## src/rtl/glitch_cmd_pkg.sv

```systemverilog
// rtl/glitch_cmd_pkg.sv - opcodes, reply codes, payload lengths and FSM states for the command parser
package glitch_cmd_pkg;

    localparam logic [7:0] OP_DELAY  = 8'h64;
    localparam logic [7:0] OP_WIDTH  = 8'h77;
    localparam logic [7:0] OP_ARM    = 8'h67;
    localparam logic [7:0] OP_STATUS = 8'h73;

    localparam logic [7:0] REPLY_OK      = 8'h6B;
    localparam logic [7:0] REPLY_UNKNOWN = 8'h3F;
    localparam logic [7:0] REPLY_BUSY    = 8'h21;

    localparam logic [2:0] DELAY_LEN = 3'd4;
    localparam logic [2:0] WIDTH_LEN = 3'd2;

    // minimum number of cycles spent in RESP_WAIT after the send strobe
    localparam logic [1:0] RESP_GAP = 2'd2;

    typedef enum logic [1:0] {
        IDLE,
        PAYLOAD,
        RESP,
        RESP_WAIT
    } state_t;

endpackage

```

## src/rtl/glitch_cmd_parser_if.sv

```systemverilog
// rtl/glitch_cmd_parser_if.sv - uart_rx / uart_tx byte handshake bundle for the command parser
interface glitch_cmd_parser_if;
    logic [7:0] rx_data_i;
    logic       rx_valid_i;
    logic [7:0] tx_data_o;
    logic       tx_enable_o;
    logic       tx_busy_i;

    modport master (
        output rx_data_i,
        output rx_valid_i,
        output tx_busy_i,
        input  tx_data_o,
        input  tx_enable_o
    );

    modport slave (
        input  rx_data_i,
        input  rx_valid_i,
        input  tx_busy_i,
        output tx_data_o,
        output tx_enable_o
    );
endinterface

```

## src/rtl/cmd_timeout.sv

```systemverilog
// rtl/cmd_timeout.sv - inter-byte timeout counter with expiry strobe, used only with CMD_TIMEOUT_EN
module cmd_timeout #(
    parameter int unsigned TIMEOUT_CYCLES = 5_000_000
) (
    input  logic clk,
    input  logic rst_n,
    input  logic clear,
    input  logic run,
    output logic expired
);

    logic [31:0] count_q;

    // a byte accepted in the same cycle wins over expiry
    assign expired = run && !clear && (count_q >= TIMEOUT_CYCLES - 32'd1);

    always_ff @(posedge clk or negedge rst_n) begin
        if (!rst_n) begin
            count_q <= '0;
        end else if (clear || !run) begin
            count_q <= '0;
        end else if (!expired) begin
            count_q <= count_q + 32'd1;
        end
    end

endmodule

```

## src/rtl/glitch_cmd_parser.sv

```systemverilog
// rtl/glitch_cmd_parser.sv - byte command decoder for glitch delay/width/arm/status; CMD_TIMEOUT_EN adds inter-byte timeout
module glitch_cmd_parser
    import glitch_cmd_pkg::*;
#(
    parameter logic [31:0] DEFAULT_DELAY  = 32'd0,
    parameter logic [15:0] DEFAULT_WIDTH  = 16'd1,
    parameter int unsigned TIMEOUT_CYCLES = 5_000_000
) (
    input  logic                clk,
    input  logic                rst_n,
    glitch_cmd_parser_if.slave  uart,
    input  logic                glitch_busy_i,
    output logic [31:0]         delay_o,
    output logic [15:0]         width_o,
    output logic                arm_o
);

    state_t      state_q, state_d;
    logic [2:0]  pay_cnt_q, pay_cnt_d;
    logic        is_delay_q, is_delay_d;
    logic [31:0] shadow_q, shadow_d;
    logic [31:0] delay_d;
    logic [15:0] width_d;
    logic        arm_d;
    logic [7:0]  tx_data_q, tx_data_d;
    logic        tx_en_q, tx_en_d;
    logic        flag_q, flag_d;
    logic [1:0]  gap_q, gap_d;
    logic        byte_accept;
    logic        expired;

    assign uart.tx_data_o   = tx_data_q;
    assign uart.tx_enable_o = tx_en_q;

`ifdef CMD_TIMEOUT_EN
    cmd_timeout #(
        .TIMEOUT_CYCLES (TIMEOUT_CYCLES)
    ) u_timeout (
        .clk     (clk),
        .rst_n   (rst_n),
        .clear   (byte_accept),
        .run     (state_q == PAYLOAD),
        .expired (expired)
    );
    logic unused_bits;
    assign unused_bits = ^shadow_q[31:24];
`else
    assign expired = 1'b0;
    logic unused_bits;
    assign unused_bits = ^shadow_q[31:24] ^ byte_accept ^ (TIMEOUT_CYCLES == 0);
`endif

    always_comb begin
        state_d     = state_q;
        pay_cnt_d   = pay_cnt_q;
        is_delay_d  = is_delay_q;
        shadow_d    = shadow_q;
        delay_d     = delay_o;
        width_d     = width_o;
        arm_d       = 1'b0;
        tx_data_d   = tx_data_q;
        tx_en_d     = 1'b0;
        flag_d      = flag_q;
        gap_d       = gap_q;
        byte_accept = 1'b0;

        case (state_q)
            IDLE: begin
                if (uart.rx_valid_i) begin
                    byte_accept = 1'b1;
                    state_d     = RESP;
                    case (uart.rx_data_i)
                        OP_DELAY, OP_WIDTH: begin
                            is_delay_d = (uart.rx_data_i == OP_DELAY);
                            pay_cnt_d  = (uart.rx_data_i == OP_DELAY) ? DELAY_LEN : WIDTH_LEN;
                            shadow_d   = '0;
                            state_d    = PAYLOAD;
                        end
                        OP_ARM: begin
                            if (glitch_busy_i) begin
                                tx_data_d = REPLY_BUSY;
                            end else begin
                                arm_d     = 1'b1;
                                tx_data_d = REPLY_OK;
                            end
                        end
                        OP_STATUS: begin
                            tx_data_d = {6'b0, flag_q, glitch_busy_i};
                            flag_d    = 1'b0;
                        end
                        default: tx_data_d = REPLY_UNKNOWN;
                    endcase
                end
            end
            PAYLOAD: begin
                if (uart.rx_valid_i) begin
                    byte_accept = 1'b1;
                    shadow_d    = {shadow_q[23:0], uart.rx_data_i};
                    pay_cnt_d   = pay_cnt_q - 3'd1;
                    if (pay_cnt_q == 3'd1) begin
                        if (is_delay_q) delay_d = shadow_d;
                        else            width_d = shadow_d[15:0];
                        tx_data_d = REPLY_OK;
                        state_d   = RESP;
                    end
                end else if (expired) begin
                    // partial payload is abandoned silently; status reports it later
                    flag_d    = 1'b1;
                    pay_cnt_d = '0;
                    state_d   = IDLE;
                end
            end
            RESP: begin
                if (!uart.tx_busy_i) begin
                    tx_en_d = 1'b1;
                    gap_d   = '0;
                    state_d = RESP_WAIT;
                end
            end
            RESP_WAIT: begin
                // uart_tx may take a cycle or two to raise busy after the strobe
                if (gap_q != RESP_GAP) begin
                    gap_d = gap_q + 2'd1;
                end else if (!uart.tx_busy_i) begin
                    state_d = IDLE;
                end
            end
            default: state_d = IDLE;
        endcase
    end

    always_ff @(posedge clk or negedge rst_n) begin
        if (!rst_n) begin
            state_q    <= IDLE;
            pay_cnt_q  <= '0;
            is_delay_q <= 1'b0;
            shadow_q   <= '0;
            delay_o    <= DEFAULT_DELAY;
            width_o    <= DEFAULT_WIDTH;
            arm_o      <= 1'b0;
            tx_data_q  <= '0;
            tx_en_q    <= 1'b0;
            flag_q     <= 1'b0;
            gap_q      <= '0;
        end else begin
            state_q    <= state_d;
            pay_cnt_q  <= pay_cnt_d;
            is_delay_q <= is_delay_d;
            shadow_q   <= shadow_d;
            delay_o    <= delay_d;
            width_o    <= width_d;
            arm_o      <= arm_d;
            tx_data_q  <= tx_data_d;
            tx_en_q    <= tx_en_d;
            flag_q     <= flag_d;
            gap_q      <= gap_d;
        end
    end

endmodule

```

## src/flat_wrapper.sv

```systemverilog
// flat-port wrapper written by rule: the top's interface ports become plain ports
module glitch_cmd_parser_flat import glitch_cmd_pkg::*;
#(
    parameter logic [31:0] DEFAULT_DELAY  = 32'd0,
    parameter logic [15:0] DEFAULT_WIDTH  = 16'd1,
    parameter int unsigned TIMEOUT_CYCLES = 5_000_000
)
  (clk, rst_n, glitch_busy_i, delay_o, width_o, arm_o, uart_rx_data_i, uart_rx_valid_i, uart_tx_busy_i, uart_tx_data_o, uart_tx_enable_o);
  glitch_cmd_parser_if uart_i ();
  input  logic clk;
  input  logic rst_n;
  input  logic glitch_busy_i;
  output logic [31:0] delay_o;
  output logic [15:0] width_o;
  output logic arm_o;
  input wire logic [$bits(uart_i.rx_data_i)-1:0] uart_rx_data_i;
  input wire logic [$bits(uart_i.rx_valid_i)-1:0] uart_rx_valid_i;
  input wire logic [$bits(uart_i.tx_busy_i)-1:0] uart_tx_busy_i;
  output wire logic [$bits(uart_i.tx_data_o)-1:0] uart_tx_data_o;
  output wire logic [$bits(uart_i.tx_enable_o)-1:0] uart_tx_enable_o;
  assign uart_i.rx_data_i = uart_rx_data_i;
  assign uart_i.rx_valid_i = uart_rx_valid_i;
  assign uart_i.tx_busy_i = uart_tx_busy_i;
  assign uart_tx_data_o = uart_i.tx_data_o;
  assign uart_tx_enable_o = uart_i.tx_enable_o;
  glitch_cmd_parser #(.DEFAULT_DELAY(DEFAULT_DELAY), .DEFAULT_WIDTH(DEFAULT_WIDTH), .TIMEOUT_CYCLES(TIMEOUT_CYCLES)) u_core (.clk(clk), .rst_n(rst_n), .uart(uart_i), .glitch_busy_i(glitch_busy_i), .delay_o(delay_o), .width_o(width_o), .arm_o(arm_o));
endmodule
```

## config.mk

```make
export PLATFORM = sky130hd
export DESIGN_NAME = glitch_cmd_parser_flat
export DESIGN_NICKNAME = d
export VERILOG_FILES = /design/src/rtl/glitch_cmd_pkg.sv /design/src/rtl/glitch_cmd_parser_if.sv /design/src/rtl/cmd_timeout.sv /design/src/rtl/glitch_cmd_parser.sv /design/src/flat_wrapper.sv
export SDC_FILE = /design/constraint.sdc
export NUM_CORES = 1
export LEC_CHECK = 0
export CAP_MARGIN = 0
export CELL_PAD_IN_SITES_DETAIL_PLACEMENT = 1
export CELL_PAD_IN_SITES_GLOBAL_PLACEMENT = 1
export CORE_ASPECT_RATIO = 1.5
export CORE_UTILIZATION = 23
export DETAILED_ROUTE_END_ITERATION = 10
export GPL_TIMING_DRIVEN = 0
export PLACE_DENSITY = 0.52
export SYNTH_ARGS = -nofsm -noshare
export SYNTH_HDL_FRONTEND = slang
export SYNTH_SLANG_ARGS = --single-unit
```

## constraint.sdc

```tcl
create_clock -name clk -period 2.51 [get_ports clk]
set_input_delay 0.251 -clock clk [delete_from_list [all_inputs] [get_ports clk]]
set_output_delay 0.251 -clock clk [all_outputs]
set_load 0.02 [all_outputs]
```

==> results of run 1 <==
final cells by class:
| type | instances | area, µm² | area share, % |
|---|---|---|---|
| Sequential cell | 87 | 2178 | 42.60 |
| Multi-Input combinational cell | 196 | 1390 | 27.18 |
| Buffer | 23 | 153.9 | 3.010 |
| Tap cell | 206 | 257.7 | 5.040 |
| Inverter | 36 | 135.1 | 2.643 |
| Timing Repair Buffer | 67 | 685.7 | 13.41 |
| Clock buffer | 10 | 239.0 | 4.673 |
| Clock inverter | 6 | 73.82 | 1.444 |
registers in the layout (all words and copies together) (netlist names):
signal                   count
u_core.state_q               2
u_core.shadow_q             24
u_core.uart.tx_enable_o      1
u_core.gap_q                 2
u_core.width_o              16
u_core.arm_o                 1
u_core.pay_cnt_q             3
u_core.uart.tx_data_o        5
u_core.delay_o              32
u_core.is_delay_q            1
layer usage:
layer / global-route usage [%] / vias up
met2: 21.91 / 44
li1: - / 1293
met4: 4.296 / 0
met3: 2.354 / 8
met5: 0 / -
met1: 15.80 / 1369
where the power goes:
part           internal, µW  leakage (µW)  switching [µW]
Clock                   814      0.000154             610
Sequential             1830       0.00115             246
Combinational           768      0.000855             928
Total                  3410       0.00216            1780
cell families (layout without fill, tap and decap cells):
kind of cell             count (synthesis)  in the layout  share of synthesized area [%]
AO/OA/AOI/OAI                           46             46                          7.218
other                                    1              1                        0.09744
multiplexers                            57             57                          15.70
adder cells (fa/ha/maj)                  7              7                          2.276
buffers and inverters                   59            142                          7.445
AND/OR/NAND/NOR                         84             84                          10.44
XOR/XNOR                                 1              1                         0.2276
flip-flops                              87             87                          56.60
Yosys cell counts:
master | instances | area [µm²]
sky130_fd_sc_hd__a2111oi_4 | 1 | 27.53
sky130_fd_sc_hd__a211oi_1 | 1 | 7.510
sky130_fd_sc_hd__a21oi_1 | 8 | 40.04
sky130_fd_sc_hd__and3_1 | 2 | 12.51
sky130_fd_sc_hd__buf_12 | 2 | 40.04
sky130_fd_sc_hd__buf_2 | 2 | 10.01
sky130_fd_sc_hd__buf_4 | 4 | 30.03
sky130_fd_sc_hd__buf_6 | 2 | 22.52
sky130_fd_sc_hd__clkbuf_1 | 13 | 48.80
sky130_fd_sc_hd__conb_1 | 1 | 3.750
sky130_fd_sc_hd__dfrtp_1 | 86 | 2152
sky130_fd_sc_hd__dfstp_2 | 1 | 26.28
sky130_fd_sc_hd__ha_1 | 7 | 87.58
sky130_fd_sc_hd__inv_1 | 36 | 135.1
sky130_fd_sc_hd__mux2_2 | 27 | 304.0
sky130_fd_sc_hd__mux2i_1 | 30 | 300.3
sky130_fd_sc_hd__nand2_1 | 52 | 195.2
sky130_fd_sc_hd__nand3_1 | 4 | 20.02
sky130_fd_sc_hd__nand3b_1 | 1 | 7.510
sky130_fd_sc_hd__nand4_1 | 1 | 6.260
sky130_fd_sc_hd__nand4b_1 | 1 | 8.760
sky130_fd_sc_hd__nand4bb_1 | 1 | 11.26
sky130_fd_sc_hd__nor2_1 | 5 | 18.77
sky130_fd_sc_hd__nor2b_1 | 3 | 18.77
sky130_fd_sc_hd__nor3_1 | 2 | 10.01
sky130_fd_sc_hd__nor3_2 | 1 | 10.01
sky130_fd_sc_hd__nor3b_2 | 1 | 12.51
sky130_fd_sc_hd__nor4_1 | 5 | 31.28
sky130_fd_sc_hd__o2111ai_1 | 1 | 8.760
sky130_fd_sc_hd__o211ai_1 | 2 | 15.01
sky130_fd_sc_hd__o21a_1 | 1 | 7.510
sky130_fd_sc_hd__o21ai_0 | 27 | 135.1
sky130_fd_sc_hd__o21bai_1 | 1 | 7.510
sky130_fd_sc_hd__o221ai_1 | 1 | 8.760
sky130_fd_sc_hd__o22ai_1 | 2 | 12.51
sky130_fd_sc_hd__o31ai_1 | 1 | 7.510
sky130_fd_sc_hd__or2_0 | 1 | 6.260
sky130_fd_sc_hd__or2b_1 | 1 | 7.510
sky130_fd_sc_hd__or3_1 | 1 | 6.260
sky130_fd_sc_hd__or3_4 | 1 | 11.26
sky130_fd_sc_hd__or4_1 | 1 | 7.510
sky130_fd_sc_hd__xor2_1 | 1 | 8.760
stage by stage:
stage / power (µW) / hold slack [ps] / instances / setup TNS [ps]
2_1_floorplan: 3081 / -44.59 / 342 / 0
4_1_cts: 5288 / 149.2 / 631 / 0
5_1_grt: 5519 / 176.5 / 631 / 0
3_3_place_gp: 3761 / 464.8 / 613 / -192510
6_report: 5196 / 155.4 / 631 / 0
3_5_place_dp: 3831 / 276.7 / 614 / -4103
what timing repair did:
| action | 4_1_cts | 5_1_grt |
|---|---|---|
| gates resized for setup | 1 | 3 |
| endpoints found under the hold margin | 38 | 0 |
| hold buffers | 1 | 0 |
| setup endpoints to repair | 10 | 32 |
| cloned | 0 | 0 |
| setup buffers | 0 | 0 |
worst max-delay path by stage:
stage                             startpoint                               to  slack [ps]  cells after the start
3_5_place_dp   u_core.state_q[1]$_DFFE_PN0P_   u_core.width_o[15]$_DFFE_PN0P_        -190                      7
4_1_cts        u_core.state_q[1]$_DFFE_PN0P_   u_core.width_o[13]$_DFFE_PN0P_           4                      7
3_3_place_gp                           rst_n   u_core.delay_o[25]$_DFFE_PN0P_       -2210                      1
6_report       u_core.state_q[0]$_DFFE_PN0P_  u_core.pay_cnt_q[1]$_DFFE_PN0P_         170                      7
2_1_floorplan  u_core.state_q[1]$_DFFE_PN0P_    u_core.width_o[6]$_DFFE_PN0P_         440                      7
5_1_grt        u_core.state_q[1]$_DFFE_PN0P_   u_core.shadow_q[1]$_DFFE_PN0P_          20                      8
critical path: stages, from the launching register on:
cell and delay (ps):
sky130_fd_sc_hd__dfrtp_1 410, sky130_fd_sc_hd__inv_1 110, sky130_fd_sc_hd__ha_1 300, sky130_fd_sc_hd__inv_1 140
sky130_fd_sc_hd__a2111oi_4 540, sky130_fd_sc_hd__o21a_1 190, sky130_fd_sc_hd__buf_6 190, sky130_fd_sc_hd__mux2_2 350
==> out/summary.log, run 1 <==
qor: sta.fin_crit_sh 93.33%
qor: drt.wl_met3 321 µm
qor: logic_synthesis.ys_seq_elements 87
qor: drt.route.detailed.vias_per_inst 4.301
qor: setup_path.critPathMaxFanout 9
qor: drt.detail_route.first_pass.iterations 4
qor: sta.setup-violations-final 0
qor: logic_synthesis.yosysWarningCount 0
qor: drt.detail_route.iter0.violations 48
qor: setup_path.critPathArrivalTime 2570 ps
qor: layout.layout.cells.most_common sky130_fd_sc_hd__dfrtp_1
qor: global_routing.antenna_found_initial 0
qor: floorplanning.io_pins 71
qor: sta.grt_setup_unrepaired no
qor: clocking.cts_root_cell sky130_fd_sc_hd__clkbuf_16
qor: logic_synthesis.synth.yosys.seq_area_share 56.60%
qor: placement.dp_worst_setup_slack -194.3 ps
qor: placement.hpwlAfterDp 7.236 mm
qor: setup_path.regToRegStartpoint u_core.state_q[0]$_DFFE_PN0P_
qor: floorplanning.die-height 160.4 µm
qor: floorplanning.placementRows 57
qor: global_routing.grt_start_max_net_pins 49
qor: layout.highest_count_cells_in_the_layout_ignoring_fill_and_taps sky130_fd_sc_hd__dfrtp_1, sky130_fd_sc_hd__clkdlybuf4s50_1, sky130_fd_sc_hd__nand2_1, sky130_fd_sc_hd__inv_1, sky130_fd_sc_hd__mux2i_1
qor: global_routing.vias_in_the_first_global_route 2,982
qor: job.timing.max_cap.violations 0
qor: setup_path.critical_path_required 2740 ps
qor: setup_path.critical_path.endpoint_type register
qor: drt.wire_per_inst 16.00 µm
qor: drt.highest-signal-layer met4
qor: worst_hold_path.min-delay-start uart_rx_data_i[1]
qor: status.status completed
qor: drt.route.final.wire_length 10.10 mm
qor: sta.clock.fmax 426.9 MHz
qor: drt.wirelength_met1 4.299 mm
qor: placement.detailed_place.area 4782 µm²
qor: worst_hold_path.number_of_cells_traversed_by_the_worst_hold_path 2
qor: logic_synthesis.syn_avg_cell_area 11.25 µm²
qor: drt.vias 2,714
qor: sta.max_slew_margin 61.41%
qor: layout.layout-drive-gt1-share 14.59%
qor: clocking.htree_levels 3
qor: sta.final_max_slew_viol_count 0
qor: drt.met2_length 5.342 mm
qor: drt.drc 0
qor: placement.placement.io_buffers 65
qor: sta.clock_skew 7.683 ps
qor: logic_synthesis.synth.cell_area 3849 µm²
qor: pwr.ir_drop_worst_vdd 0.0004010 V
qor: layout.finish.utilization 31.45%
qor: placement.gpl.final_weighted_congestion 0.7642
qor: clocking.tritoncts.num_buffers 9
qor: sta.final_hold_viol_count 0
qor: setup_path.r2r.worst_path.cells 7
qor: clocking.clk_pin_slew 70 ps
qor: clocking.tritoncts_clock_tree done
qor: layout.areaGrowthSynthToFinish 32.87%
qor: clocking.numClockSinks 87
qor: floorplanning.start_util 23.67%
qor: setup_path.r2r_slack 170 ps
qor: layout.antenna_cells 0
qor: worst_hold_path.hold_path_class in -> reg
qor: worst_hold_path.hold_path_endpoint u_core.is_delay_q$_DFFE_PN0P_
qor: clocking.worstSkewPairLatency 340 ps
qor: sta.fin_ws 167.3 ps
qor: setup_path.worstReg2RegEnd u_core.pay_cnt_q[1]$_DFFE_PN0P_
qor: global_routing.grt-ovfl-total 0
qor: layout.fillers 1,857
qor: layout.layout.cell_area.non_filler 5114 µm²
qor: layout.nNetsFinal 440
qor: logic_synthesis.syn-instance-count 342
qor: drt.ant_nets 0
qor: setup_path.setup.worst_path.class reg -> reg
qor: sta.timing_worst_slew_pin_value 578.8 ps
qor: setup_path.cp-start-kind register
qor: floorplanning.area_of_the_core_region 16,260 µm²
qor: logic_synthesis.synthesis.nets 362
qor: sta.final_period_minus_worst_setup_slack 2343 ps
qor: global_routing.gr-usage-all-layers 12.73%
qor: clocking.max-clock-path-buffers 2
qor: global_routing.grt_pass1_wl 16.72 mm
qor: floorplanning.die_area 17,270 µm²
qor: pwr.power.density 1016 nW/µm²
qor: floorplanning.chipWidth 107.6 µm
qor: pwr.leakagePower 0.002160 µW
qor: logic_synthesis.ys_types 42
(Power assumes the default switching activity.)
==> inputs of run 2 (changes only) <==
==> constraint.sdc (replaced) <==
create_clock -name clk -period 2.51 [get_ports clk]
set_input_delay 0.502 -clock clk [delete_from_list [all_inputs] [get_ports clk]]
set_output_delay 0.502 -clock clk [all_outputs]
set_load 0.02 [all_outputs]
==> out/summary.log, run 2 (synthesis gave the netlist of run 1 again) <==
qor: pwr.power.density 1015 nW/µm² [about the same]
qor: sta.grt_setup_unrepaired no
qor: setup_path.critical_path.endpoint_type register
qor: global_routing.grt-ovfl-total 0 [unchanged]
qor: floorplanning.placementRows 57 [unchanged]
qor: layout.nNetsFinal 440 [unchanged]
qor: placement.placement.io_buffers 65 [unchanged]
qor: setup_path.critPathMaxFanout 9 [unchanged]
qor: clocking.numClockSinks 87 [unchanged]
qor: drt.detail_route.first_pass.iterations 4 [unchanged]
qor: layout.highest_count_cells_in_the_layout_ignoring_fill_and_taps sky130_fd_sc_hd__dfrtp_1, sky130_fd_sc_hd__clkdlybuf4s50_1, sky130_fd_sc_hd__nand2_1, sky130_fd_sc_hd__inv_1, sky130_fd_sc_hd__mux2i_1
qor: sta.final_period_minus_worst_setup_slack 2319 ps [-23.56 ps]
qor: sta.clock.fmax 431.2 MHz [+1.0%]
qor: drt.vias 2,721 [+0.26%]
qor: clocking.max-clock-path-buffers 2 [unchanged]
qor: drt.route.detailed.vias_per_inst 4.312 [+0.26%]
qor: clocking.htree_levels 3 [unchanged]
qor: job.timing.max_cap.violations 0 [unchanged]
qor: sta.final_hold_viol_count 0 [unchanged]
qor: sta.final_max_slew_viol_count 0 [unchanged]
qor: sta.setup-violations-final 0 [unchanged]
qor: sta.clock_skew 7.421 ps [-0.2618 ps]
qor: status.status completed
qor: global_routing.use_met1 15.75% [-0.051 points]
qor: floorplanning.die_area 17,270 µm² [unchanged]
qor: sta.fin_crit_sh 92.40% [-0.94 points]
qor: layout.areaGrowthSynthToFinish 32.83% [about the same]
qor: floorplanning.io_pins 71 [unchanged]
qor: global_routing.gr-usage-all-layers 12.78% [+0.043 points]
qor: placement.hpwlAfterDp 7.236 mm [unchanged]
qor: layout.top_regs u_core.delay_o: 32 flops, u_core.shadow_q: 24 flops, u_core.width_o: 16 flops
qor: global_routing.vias_in_the_first_global_route 2,987 [+0.17%]
qor: global_routing.grt_start_max_net_pins 49 [unchanged]
qor: clocking.worstSkewPairLatency 340 ps [about the same]
qor: clocking.cts_hold_repair.buffers 0 [-1]
qor: setup_path.setup.worst_path.class in -> reg
qor: drt.route.final.wire_length 10.07 mm [-0.29%]
qor: global_routing.layer_with_the_highest_usage_after_global_routing met2
qor: clocking.tritoncts.num_buffers 9 [unchanged]
qor: layout.layout.cells.most_common sky130_fd_sc_hd__dfrtp_1
qor: floorplanning.chipWidth 107.6 µm [unchanged]
qor: floorplanning.start_util 23.67% [unchanged]
qor: floorplanning.area_of_the_core_region 16,260 µm² [unchanged]
qor: layout.largest_reg_by_ff_count u_core.delay_o
qor: layout.antenna_cells 0 [unchanged]
qor: floorplanning.die-height 160.4 µm [unchanged]
qor: sta.max_slew_margin 61.73% [+0.32 points]
qor: global_routing.grt_pass1_wl 16.77 mm [+0.29%]
qor: global_routing.grt_util_met2 22.12% [+0.20 points]
qor: clocking.cts_root_cell sky130_fd_sc_hd__clkbuf_16
qor: sta.setup_tns_final 0 ps [unchanged]
qor: layout.layout-drive-gt1-share 15.06% [+0.47 points]
qor: layout.finish.utilization 31.44% [about the same]
qor: drt.wire_per_inst 15.96 µm [-0.29%]
qor: drt.ant_nets 0 [unchanged]
qor: clocking.tritoncts_clock_tree done
qor: placement.gpl.final_weighted_congestion 0.7642 [unchanged]
qor: sta.timing_worst_slew_pin_value 574.1 ps [-4.726 ps]
qor: clocking.clk_pin_slew 70 ps [about the same]
qor: drt.detail_route.iter0.violations 51 [+6.3%]
qor: setup_path.cp-start-kind primary input
qor: worst_hold_path.hold_path_class in -> async
qor: pwr.ir_drop_worst_vdd 0.0004010 V [about the same]
qor: setup_path.critical_path_required 2740 ps [about the same]
qor: global_routing.antenna_found_initial 0 [unchanged]
qor: setup_path.critPathArrivalTime 2550 ps [-20 ps]
qor: pwr.leakagePower 0.002164 µW [+0.17%]
qor: drt.drc 0 [unchanged]
qor: layout.largest_register_ffs 32 [unchanged]
qor: global_routing.grt_util_met3 2.354% [unchanged]
## run 2: cell types whose count changed in the layout (fill, tap and decap cells not counted), sizes merged
cell / change
buf: +1
dlygate4sd3: -1
## run 2: per-stage QoR
step / total power [µW] / instances / cell area [µm²] / setup slack (ps) / hold WS (ps)
6_report: 5191 / 631 / 5112 / 190.9 / 136.5
3_3_place_gp: 3761 / 613 / 4757 / -2461 / 464.8
2_1_floorplan: 3081 / 342 / 3849 / 300.2 / 206.4
4_1_cts: 5286 / 631 / 5104 / 4.252 / 161.7
3_5_place_dp: 3831 / 614 / 4782 / -391.9 / 471.9
5_1_grt: 5518 / 631 / 5112 / 30.79 / 186.2
## run 2: power by group
group	internal (µW)	switching, µW	total (µW)
Sequential	1830	245	2080
Combinational	767	926	1690
Clock	814	610	1420
## run 2: timing repair
| action | 4_1_cts | 5_1_grt |
|---|---|---|
| cloned | 0 | 0 |
| pin swaps | 1 | 0 |
| resized for setup | 1 | 5 |
| setup buffers | 1 | 0 |
| endpoints found under the setup margin | 22 | 35 |
## run 2: worst paths after layout
| check | startpoint | endpoint | slack [ps] | cells past startpoint |
|---|---|---|---|---|
| max in group asynchronous | rst_n | u_core.shadow_q[9]$_DFFE_PN0P_ | 1740 | 2 |
| worst max register to register | u_core.state_q[1]$_DFFE_PN0P_ | u_core.width_o[13]$_DFFE_PN0P_ | 260 | 7 |
| min in group clk | uart_rx_data_i[1] | u_core.is_delay_q$_DFFE_PN0P_ | 410 | 2 |
| worst max-delay path | uart_rx_data_i[7] | u_core.uart.tx_data_o[3]$_DFFE_PN0P_ | 190 | 7 |
| worst min register to register | u_core.delay_o[29]$_DFFE_PN0P_ | u_core.delay_o[29]$_DFFE_PN0P_ | 480 | 2 |
| worst min-delay path | rst_n | u_core.uart.tx_data_o[5]$_DFFE_PN0P_ | 140 | 1 |
## run 2: routing by layer
layer	wire length, µm	vias to the layer above
li1	-	1293
met1	4298	1376
met2	5317	44
met3	318	8
met4	135	0
met5	0	-
## run 2: final cells by class
cell class              instances  area (µm²)
inverters                      36       135.1
clock buffers                  10       239.0
fillers                      1855       11150
well taps                     206       257.7
plain buffers                  23       155.1
repair buffers                 67       683.2
flip-flops and latches         87        2178
clock inverters                 6       73.82
multi-input cells             196        1390
## run 2: critical path, cell delays in order
cell	delay (ps)
sky130_fd_sc_hd__clkdlybuf4s50_1	540
sky130_fd_sc_hd__nand4bb_1	190
sky130_fd_sc_hd__clkbuf_2	250
sky130_fd_sc_hd__a2111oi_4	80
sky130_fd_sc_hd__buf_4	170
sky130_fd_sc_hd__nor3b_2	420
sky130_fd_sc_hd__mux2_2	390
==> inputs of run 3 (changes only) <==
--- a/config.mk
+++ b/config.mk
@@ -12,6 +12,7 @@
 export CORE_UTILIZATION = 23
 export DETAILED_ROUTE_END_ITERATION = 10
 export GPL_TIMING_DRIVEN = 0
+export HOLD_SLACK_MARGIN = 0.12
 export PLACE_DENSITY = 0.52
 export SYNTH_ARGS = -nofsm -noshare
 export SYNTH_HDL_FRONTEND = slang
==> results of run 3 <==
Final layout, timing and power as in run 2 (identical DEF).
